**config.mk**
```make
export PLATFORM = sky130hd
export DESIGN_NAME = shifter_pipe
export DESIGN_NICKNAME = d
export VERILOG_FILES = /design/src/rtl/shifter_pkg.sv /design/src/rtl/shifter_stage.sv /design/src/rtl/shifter_pipe.sv
export SDC_FILE = /design/constraint.sdc
export NUM_CORES = 1
export LEC_CHECK = 0
export ABC_AREA = 0
export BUFFER_PORTS_ARGS = -buffer_cell sky130_fd_sc_hd__buf_2
export CAP_MARGIN = 20
export CORE_ASPECT_RATIO = 1.1
export CORE_MARGIN = 8
export CORE_UTILIZATION = 50
export DETAILED_ROUTE_END_ITERATION = 7
export PLACE_DENSITY = 0.69
export SYNTH_ARGS = -nofsm -noshare
export SYNTH_HDL_FRONTEND = slang
export SYNTH_SLANG_ARGS = --single-unit
```
**constraint.sdc**
```tcl
create_clock -name clk -period 2.3 [get_ports clk]
set_clock_uncertainty 0.05 [all_clocks]
set_input_delay 0 -clock clk [delete_from_list [all_inputs] [get_ports clk]]
set_output_delay 0 -clock clk [all_outputs]
set_load 0.1 [all_outputs]
```
**src/rtl/shifter_pkg.sv**
```systemverilog
// Shared types for the pipelined barrel shifter.
package shifter_pkg;

    typedef enum logic [1:0] {
        SLL = 2'b00,
        SRL = 2'b01,
        SRA = 2'b10,
        ROL = 2'b11
    } shift_mode_t;

endpackage

```
**src/rtl/shifter_stage.sv**
```systemverilog
// One barrel-shifter level: conditional shift by SHIFT_BY, a register slice and
// bubble-collapsing valid/ready.
module shifter_stage
    import shifter_pkg::*;
#(
    parameter int unsigned WIDTH    = 16,
    parameter int unsigned SHIFT_BY = 1,
    localparam int unsigned AMT_W   = $clog2(WIDTH)
) (
    input  logic             clk,
    input  logic             rst_n,
    input  logic             up_vld,
    input  logic [WIDTH-1:0] up_data,
    input  logic [AMT_W-1:0] up_amt,
    input  shift_mode_t      up_mode,
    input  logic             down_adv,
    output logic             adv,
    output logic             vld,
    output logic [WIDTH-1:0] data,
    output logic [AMT_W-1:0] amt,
    output shift_mode_t      mode
);

    localparam int unsigned BIT = $clog2(SHIFT_BY);

    logic             vld_q;
    logic [WIDTH-1:0] data_q;
    logic [AMT_W-1:0] amt_q;
    shift_mode_t      mode_q;
    logic [WIDTH-1:0] shifted;
    logic [WIDTH-1:0] data_d;

    // SRA uses the current MSB: earlier levels already replicated the original sign there.
    always_comb begin
        shifted = up_data;
        unique case (up_mode)
            SLL: shifted = up_data << SHIFT_BY;
            SRL: shifted = up_data >> SHIFT_BY;
            SRA: shifted = $signed(up_data) >>> SHIFT_BY;
            ROL: shifted = (up_data << SHIFT_BY) | (up_data >> (WIDTH - SHIFT_BY));
        endcase
        data_d = up_amt[BIT] ? shifted : up_data;
    end

    assign adv = !vld_q || down_adv;

    always_ff @(posedge clk or negedge rst_n) begin
        if (!rst_n) begin
            vld_q  <= 1'b0;
            data_q <= '0;
            amt_q  <= '0;
            mode_q <= SLL;
        end else if (adv) begin
            vld_q <= up_vld;
            if (up_vld) begin
                data_q <= data_d;
                amt_q  <= up_amt;
                mode_q <= up_mode;
            end
        end
    end

    assign vld  = vld_q;
    assign data = data_q;
    assign amt  = amt_q;
    assign mode = mode_q;

endmodule

```
**src/rtl/shifter_pipe.sv**
```systemverilog
// Pipelined barrel shifter: one shifter_stage per amount bit, valid/ready on both ends,
// in-order with bubble collapsing.
module shifter_pipe
    import shifter_pkg::*;
#(
    parameter int unsigned WIDTH = 16,
    parameter int unsigned AMT_W = $clog2(WIDTH)
) (
    input  logic             clk,
    input  logic             rst_n,
    input  logic             in_vld,
    output logic             in_rdy,
    input  logic [WIDTH-1:0] src,
    input  logic [AMT_W-1:0] amt,
    input  shift_mode_t      mode,
    output logic             out_vld,
    input  logic             out_rdy,
    output logic [WIDTH-1:0] res
);

    localparam int unsigned L = AMT_W;

    typedef struct packed {
        logic             vld;
        logic [WIDTH-1:0] data;
        logic [AMT_W-1:0] amt;
        shift_mode_t      mode;
    } stage_t;

    // stg[0] is the incoming op, stg[k+1] the register contents of stage k.
    stage_t     stg [L+1];
    logic [L:0] adv;
    logic       unused_tail;

    assign stg[0] = '{vld: in_vld, data: src, amt: amt, mode: mode};
    assign adv[L] = out_rdy;

    for (genvar k = 0; k < L; k++) begin : g_stage
        logic             vld_q;
        logic [WIDTH-1:0] data_q;
        logic [AMT_W-1:0] amt_q;
        shift_mode_t      mode_q;

        shifter_stage #(
            .WIDTH   (WIDTH),
            .SHIFT_BY(1 << k)
        ) u_stage (
            .clk     (clk),
            .rst_n   (rst_n),
            .up_vld  (stg[k].vld),
            .up_data (stg[k].data),
            .up_amt  (stg[k].amt),
            .up_mode (stg[k].mode),
            .down_adv(adv[k+1]),
            .adv     (adv[k]),
            .vld     (vld_q),
            .data    (data_q),
            .amt     (amt_q),
            .mode    (mode_q)
        );

        assign stg[k+1] = '{vld: vld_q, data: data_q, amt: amt_q, mode: mode_q};
    end

    assign in_rdy  = adv[0];
    assign out_vld = stg[L].vld;
    assign res     = stg[L].data;

    assign unused_tail = ^{stg[L].amt, stg[L].mode};

endmodule
```
Word-level counts from Yosys, hierarchy flattened
Cells that the tools add are included.
- register bits: 86
- input port bits: 26
- output and inout bits: 18
- logic and storage cells: 54
- eq/ne operators: 12
- mux-type cells: 8
- bitwise operators: 4
- reduce and logical (&&, ||, !) cells: 16
- operators with widths (kind ; number):
    $pmux 16 s4 ; 4
    $mux 16 ; 4
    $eq 2x2->1 const B ; 8
    $or 16x1->16 ; 1
    $or 16x2->16 ; 1
    $or 16x4->16 ; 1
    $or 16x8->16 ; 1
    $eq 2x1->1 const B ; 4
    $logic_not 2->1 ; 4
    $reduce_and 2->1 ; 4
    $logic_not 1->1 ; 4
    $logic_or 1x1->1 ; 4

Logic depth before layout (Yosys ltp)
Gate-level depths: netlist (run 1).
- depth after elaboration: 6
- gate-level depth with buffers: 6
- depth with buffers taken out: 4

Cells and area by module
From an unflattened synthesis (run 1), not the netlist that was laid out.
- cells, all modules: 470
- area, all modules: 5226.3 um^2
- modules (own cells, without submodules) (module ; instances ; cells each ; area an instance (um^2) ; sequential area each (um^2)):
    shifter_stage (g_stage[2].u_stage) ; 1 ; 122 ; 1318.8 ; 575.6
    shifter_stage (g_stage[3].u_stage) ; 1 ; 112 ; 1305.0 ; 575.6
    shifter_stage (g_stage[1].u_stage) ; 1 ; 119 ; 1303.8 ; 575.6
    shifter_stage (g_stage[0].u_stage) ; 1 ; 117 ; 1298.7 ; 575.6

Worst setup path after synthesis (run 1)
No wires, ideal clock.
- path type: register -> register
- start point: reg g_stage[3].u_stage.vld_q
- end point: reg g_stage[0].u_stage.vld_q
- library setup time: 0.081 ns
- data arrival time: 2.364 ns
- required time: 2.169 ns
- path slack: -0.195 ns
- cell stages (with the launch flop): 6
- buffers on the path: 1
- period minus slack after synthesis: 2.495 ns
- cell sequence: dfrtp_1 -> nand4b_2 -> nor2_2 -> buf_6 -> inv_1 -> nand2_1
- word-level cells in the longest chain between the ends: 5
- RTL lines (element ; RTL line ; RTL):
    start: declaration ; shifter_stage.sv:26 ; logic vld_q;
    start signal: assignment ; shifter_stage.sv:54 ; vld_q <= up_vld;
    $logic_not 1->1 ; shifter_stage.sv:45 ; assign adv = !vld_q || down_adv;
    $logic_or 1x1->1 (4 in a row) ; shifter_stage.sv:45 ;
    net in_rdy ; shifter_pipe.sv:12 ; output logic in_rdy,
    end signal: assignment ; shifter_stage.sv:54 ;
    end: declaration ; shifter_stage.sv:26 ;
The timed path passes the listed nets, and every way through them passes these cells.
A chain may end at the register's enable or synchronous reset.

Worst setup path in the final report (run 1)
- start point: reg g_stage[2].u_stage.vld_q
- end point: out in_rdy
- word-level cells in the longest chain between the ends: 4
- RTL lines (element ; RTL line):
    start: declaration ; shifter_stage.sv:26
    start signal: assignment ; shifter_stage.sv:54
    $logic_not 1->1 ; shifter_stage.sv:45
    $logic_or 1x1->1 (3 in a row) ; shifter_stage.sv:45
    end: declaration ; shifter_pipe.sv:12
No other way between the ends.

==> results of run 1 <==
[final cells by class]
class / instances / area, um2 / share of cell area (%)
clock inverters: 3 / 40.0 / 0.743
inverters: 25 / 93.8 / 1.74
well taps: 117 / 146 / 2.72
clock buffers: 12 / 165 / 3.07
multi-input cells: 308 / 2410 / 44.7
repair buffers: 76 / 531 / 9.85
flip-flops and latches: 80 / 2000 / 37.2
[final timing paths]
path,slack [ps],cells after the start,to
min,9,4,g_stage[0].u_stage.data[15]$_DFFE_PN0P_
max in group asynchronous,1460,3,g_stage[1].u_stage.data[1]$_DFFE_PN0P_
min reg2reg,440,1,g_stage[3].u_stage.data[9]$_DFFE_PN0P_
min in group asynchronous,140,2,g_stage[3].u_stage.data[9]$_DFFE_PN0P_
max reg2reg,390,3,g_stage[2].u_stage.data[1]$_DFFE_PN0P_
max,130,7,in_rdy
[placed cells by master, fill, tap and decap left out, types with 2 or more instances in the layout]
master / Yosys / final
clkbuf_8: 0 / 12
dlygate4sd3_1: 0 / 21
xnor2_4: 2 / 2
and3b_1: 2 / 2
nand3b_1: 3 / 3
mux2_2: 17 / 17
o31ai_1: 6 / 6
o2bb2ai_1: 8 / 8
clkinv_2: 0 / 2
a22oi_1: 8 / 8
mux2_1: 3 / 3
o211ai_1: 33 / 33
nor2b_1: 2 / 2
mux2i_1: 44 / 44
a21oi_1: 17 / 17
o32ai_1: 5 / 5
nand4_1: 23 / 23
nand2b_1: 19 / 19
nor2_1: 9 / 9
a22o_1: 5 / 5
inv_1: 25 / 25
o211a_1: 5 / 5
buf_2: 13 / 42
nand2_1: 7 / 7
a221oi_1: 6 / 6
nor3_1: 3 / 3
a211oi_1: 6 / 6
o21ai_0: 41 / 41
dfrtp_1: 80 / 79
o32ai_2: 10 / 10
buf_4: 2 / 12
nand3_1: 12 / 12
[where the power goes]
group / switching, uW / internal (uW) / total [uW] / leakage [uW]
clock network: 517 / 581 / 1100 / 0.000108
logic: 1980 / 983 / 2960 / 0.00125
registers: 660 / 1880 / 2540 / 0.000968
[sequential cells by signal, indices dropped and copies added, names as in the netlist]
signal / flops
g_stage.u_stage.amt: 6
g_stage.u_stage.data: 64
g_stage.u_stage.mode: 6
g_stage.u_stage.vld: 4
[routing by layer]
layer  GRT usage [%]  share of wire, %  vias up
met1            24.7                42     1881
met3            2.79               4.3       26
met2            32.5                50      126
li1                -                 -     1818
met5               0                 0        -
met4            10.1               3.2        0
[cells by family after synthesis]
kind of cell,after synthesis
AO/OA/AOI/OAI,154
AND/OR/NAND/NOR,86
flip-flops,80
buffers and inverters,68
multiplexers,64
XOR/XNOR,4
[worst max-delay path: stages (launching register included)]
cell	delay, ps
dfrtp_1	380
buf_4	210
nand4b_2	140
buf_4	220
nor2_2	40
buf_4	220
inv_1	100
buf_2	430
[stage by stage]
step	instance area, um2	utilization, %	total power [uW]	std cells	setup WS (ps)
2_1_floorplan	4720	-	4810	456	158
3_3_place_gp	4970	53.7	5420	585	474
3_5_place_dp	4970	53.7	5490	585	447
4_1_cts	5390	58.2	6610	621	135
5_1_grt	5390	58.2	6960	621	46.5
6_report	5390	58.2	6600	621	134
[timing repair]
item | 4_1_cts | 5_1_grt
endpoints found under the hold margin | 61 | 0
hold buffers | 21 | 0
setup buffers | 0 | 0
==> metrics, run 1 <==
LEAKAGE=around 0.0023 uW; Crit Path Max Fanout=22; post-synthesis average cell area=around 10 um2; fill count=a little over 800; hold_sp=src[15]; WL/cell=19.5 um; largest net degree at the start of global routing=47; sequential fraction of the synthesis area=approximately 42%; Worst setup SP type=register; PwrDens=about 1200 nW/um2; Resize count post-CTS=0; Final Hold Viols=0; die width=between 100 and 150 um; drt pass-1 iters=5; IO Port Bufs=43; Iteration-0 DRC Markers=about 180; status=finished clean; WP data required=roughly 2300 ps; Ys Warns=0; gr ovfl total=0; max_slew headroom=between 30 and 40%; most frequent cell after synthesis=dfrtp_1; final setup fails=0; MaxCap Viol Count=0; Setup TNS=0 ps; Die Span Y=between 100 and 150 um; Post-synth top flop=dfrtp_1; Placer Congestion=just over 0.9; critical path class=register to primary output; post-synth top area share=between 40 and 50%; wire length of the first global-routing pass=20.6 mm; die area=approximately 13000 um2; xor and xnor area share after synthesis=1.70%; Final Critical Period=approximately 2200 ps; multiplexer share of the synthesized area=between 10 and 15%; DPL Wire Length=roughly 8.7 mm; share of layout cells above drive strength 1=20.8%; area of the mapped netlist=~4700 um2; Vias=3851; Post-Syn Nets=482; row count=37; Seq cells post-synth=80; Post-Synth Simple-Gate Area=a little over a tenth; main combinational cell family by area after synthesis=compound AO/OA/AOI/OAI gates; Yosys cell types=44; Synth Area in Compound Gates=between 20% and 30%; Max IR drop VDD=approximately 0.51 mV; worst path arrival time=between 2000 and 2500 ps; root buf cell=clkbuf_8; GRT Util Overall=about a fifth; final WL=roughly 12 mm; vias in the first global route=3990; Hold Path Class=primary input to register; Diodes inserted=0; Worst Tran Pin Value=around 920 ps; Residual DRC=0; synthesis-to-layout area growth=14.1%; Pins Over Slew Limit=0; Worst-path clk slew=80 ps; drt via density=~6.2; core area=approximately 9300 um2; highest clock rate=between 400 and 500 MHz; CTS tree=done; Post-Syn Instances=between 400 and 500; Post-synth ARST share=100%; CP endpoint kind=primary output; Num CTS Buffers=9; Worst Setup SP=g_stage[2].u_stage.vld$_DFFE_PN0P_; post-synthesis adder-cell area fraction=0%; Starting Density=around half; io pins=44; worst skew pair latency=between 300 and 400 ps; Commonest cells post-synth=80 x dfrtp_1, 44 x mux2i_1, 41 x o21ai_0, 33 x o211ai_1, 25 x inv_1; Routed Antenna Nets=0; deepest clock path buffer count=2; Post-synth EDFFs=0; Final nets=around 530; Area contributors post-synth=dfrtp_1 42%, mux2i_1 9.3%, o211ai_1 5.2%, o21ai_0 4.3%, mux2_2 4.1%; Sink Count=80; final hold slack=8.80 ps; Worst R2R Start=g_stage[1].u_stage.mode[1]$_DFFE_PN0P_; crit share post-route=between 90% and 100%; RSZ-0062 raised after global routing=false; initial antenna violation count=0; largest area contributor in the netlist=dfrtp_1; H-tree levels=3
Note: power is estimated with default switching activity, not from simulation.
==> run 2: changes to the inputs <==
Settings changed: SETUP_SLACK_MARGIN set to 0.2.
==> metrics, run 2 (synthesis gave the netlist of run 1 again) <==
Residual DRC=0; synthesis-to-layout area growth=12.5%; CTS tree=done; Worst setup SP type=register; Placer Congestion=roughly 0.89; crit share post-route=around 83%; root buf cell=clkbuf_8; max reg flops=64; MaxCap Viol Count=0; RSZ-0062 raised after global routing=false; drt pass-1 iters=4; dpl ws=~440 ps; worst skew pair latency=~350 ps; GR peak layer=met2; Routed Antenna Nets=0; GR Util met2=30.8%; Max IR drop VDD=between 0.5 and 0.6 mV; critical path class=register to primary output; core area=between 9000 and 10000 um2; GRT Util Overall=18.4%; die area=roughly 13000 um2; status=finished clean; CP endpoint kind=primary output; Sink Count=80; drt via density=between 6 and 7; H-tree levels=3; Hold Path Class=primary input to register; DPL Wire Length=between 8 and 9 mm; PwrDens=~1200 nW/um2; Final Critical Period=~1900 ps; max_slew headroom=approximately 40%; Vias=roughly 3800; worst path arrival time=around 1900 ps; die width=109 um; Iteration-0 DRC Markers=about 150; Die Span Y=118 um; LEAKAGE=between 0.002 and 0.0025 uW; vias in the first global route=around 3800; commonest non-fill, non-tap cell in the layout=dfrtp_1; Final Hold Viols=0; Starting Density=51.0%; Final nets=around 520; largest net degree at the start of global routing=47; Layout Utilization=57.4%; met3 Use GR=3.45%; row count=37; fill count=approximately 840; initial antenna violation count=0; io pins=44; Diodes inserted=0; Crit Path Max Fanout=16; highest clock rate=around 520 MHz; final WL=around 11 mm; GRT met1 Usage=22.7%; most frequent cells in the layout=77 x dfrtp_1, 44 x mux2i_1, 41 x o21ai_0, 41 x buf_2, 33 x o211ai_1; Worst Slack Setup Final=385 ps; Pins Over Slew Limit=0; share of layout cells above drive strength 1=between 20% and 30%; gr ovfl total=0; IO Port Bufs=43; Num CTS Buffers=9; Worst Tran Pin Value=between 800 and 900 ps; wire length of the first global-routing pass=19.3 mm; Worst-path clk slew=70 ps; deepest clock path buffer count=2; WP data required=~2300 ps; WL/cell=18.3 um; Tot Pwr=approximately 6400 uW; Setup TNS=0 ps; final setup fails=0
[run 2: changes by cell type in the layout (fill, tap and decap cells not counted), moves of 2 or more]
cell,delta
clkbuf_1,+4
dlygate4sd3_1,-4
clkbuf_8,-2
dfrtp_1,-2
[run 2: through the flow]
stage / hold slack [ps] / instances / area [um2]
2_1_floorplan: -346 / 456 / 4730
3_3_place_gp: -2.51 / 585 / 4970
3_5_place_dp: -5.76 / 585 / 4970
4_1_cts: 1.62 / 617 / 5300
5_1_grt: 22.3 / 618 / 5310
6_report: 5.98 / 618 / 5310
[run 2: final cells by class]
cell class / count / area, um2 / area share [%]
inverters: 25 / 93.8 / 1.77
flip-flops and latches: 80 / 2010 / 37.8
clock inverters: 1 / 5.00 / 0.0942
clock buffers: 14 / 153 / 2.87
well taps: 117 / 146 / 2.75
multi-input cells: 308 / 2410 / 45.3
repair buffers: 73 / 500 / 9.42
[run 2: repair_timing]
action	CTS	global route
gates resized for setup	1	2
pin swaps	0	0
cloned	0	0
setup endpoints to repair	1	1
hold endpoints to repair	59	0
hold buffers	17	0
buffers inserted	0	1
[run 2: routing by layer]
layer | wire [um] | vias to the layer above
met5 | 0 | -
met4 | 280 | 0
met3 | 411 | 20
met2 | 5790 | 99
met1 | 4860 | 1842
li1 | - | 1817
[run 2: path summary, 6_finish.rpt]
| path | startpoint | to | slack (ps) | cells past startpoint |
|---|---|---|---|---|
| max | g_stage[3].u_stage.vld$_DFFE_PN0P_ | in_rdy | 390 | 6 |
| max reg2reg | g_stage[1].u_stage.mode[1]$_DFFE_PN0P_ | g_stage[2].u_stage.data[1]$_DFFE_PN0P_ | 410 | 3 |
| min in group asynchronous | rst_n | g_stage[3].u_stage.data[12]$_DFFE_PN0P_ | 170 | 2 |
| min reg2reg | g_stage[3].u_stage.data[11]$_DFFE_PN0P_ | g_stage[3].u_stage.data[11]$_DFFE_PN0P_ | 430 | 1 |
| max in group asynchronous | rst_n | g_stage[0].u_stage.data[15]$_DFFE_PN0P_ | 1440 | 3 |
| min | src[12] | g_stage[0].u_stage.data[12]$_DFFE_PN0P_ | 6 | 3 |
[run 2: critical path, cell delays in order (launching register included)]
cell	delay, ps
dfrtp_4	510
nand4b_2	110
buf_4	220
nor2_2	50
buf_4	200
inv_1	90
clkbuf_4	330
[run 2: power breakdown]
part           internal, uW  switching (uW)
combinational           984            1980
clock                   417             477
sequential             1880             627
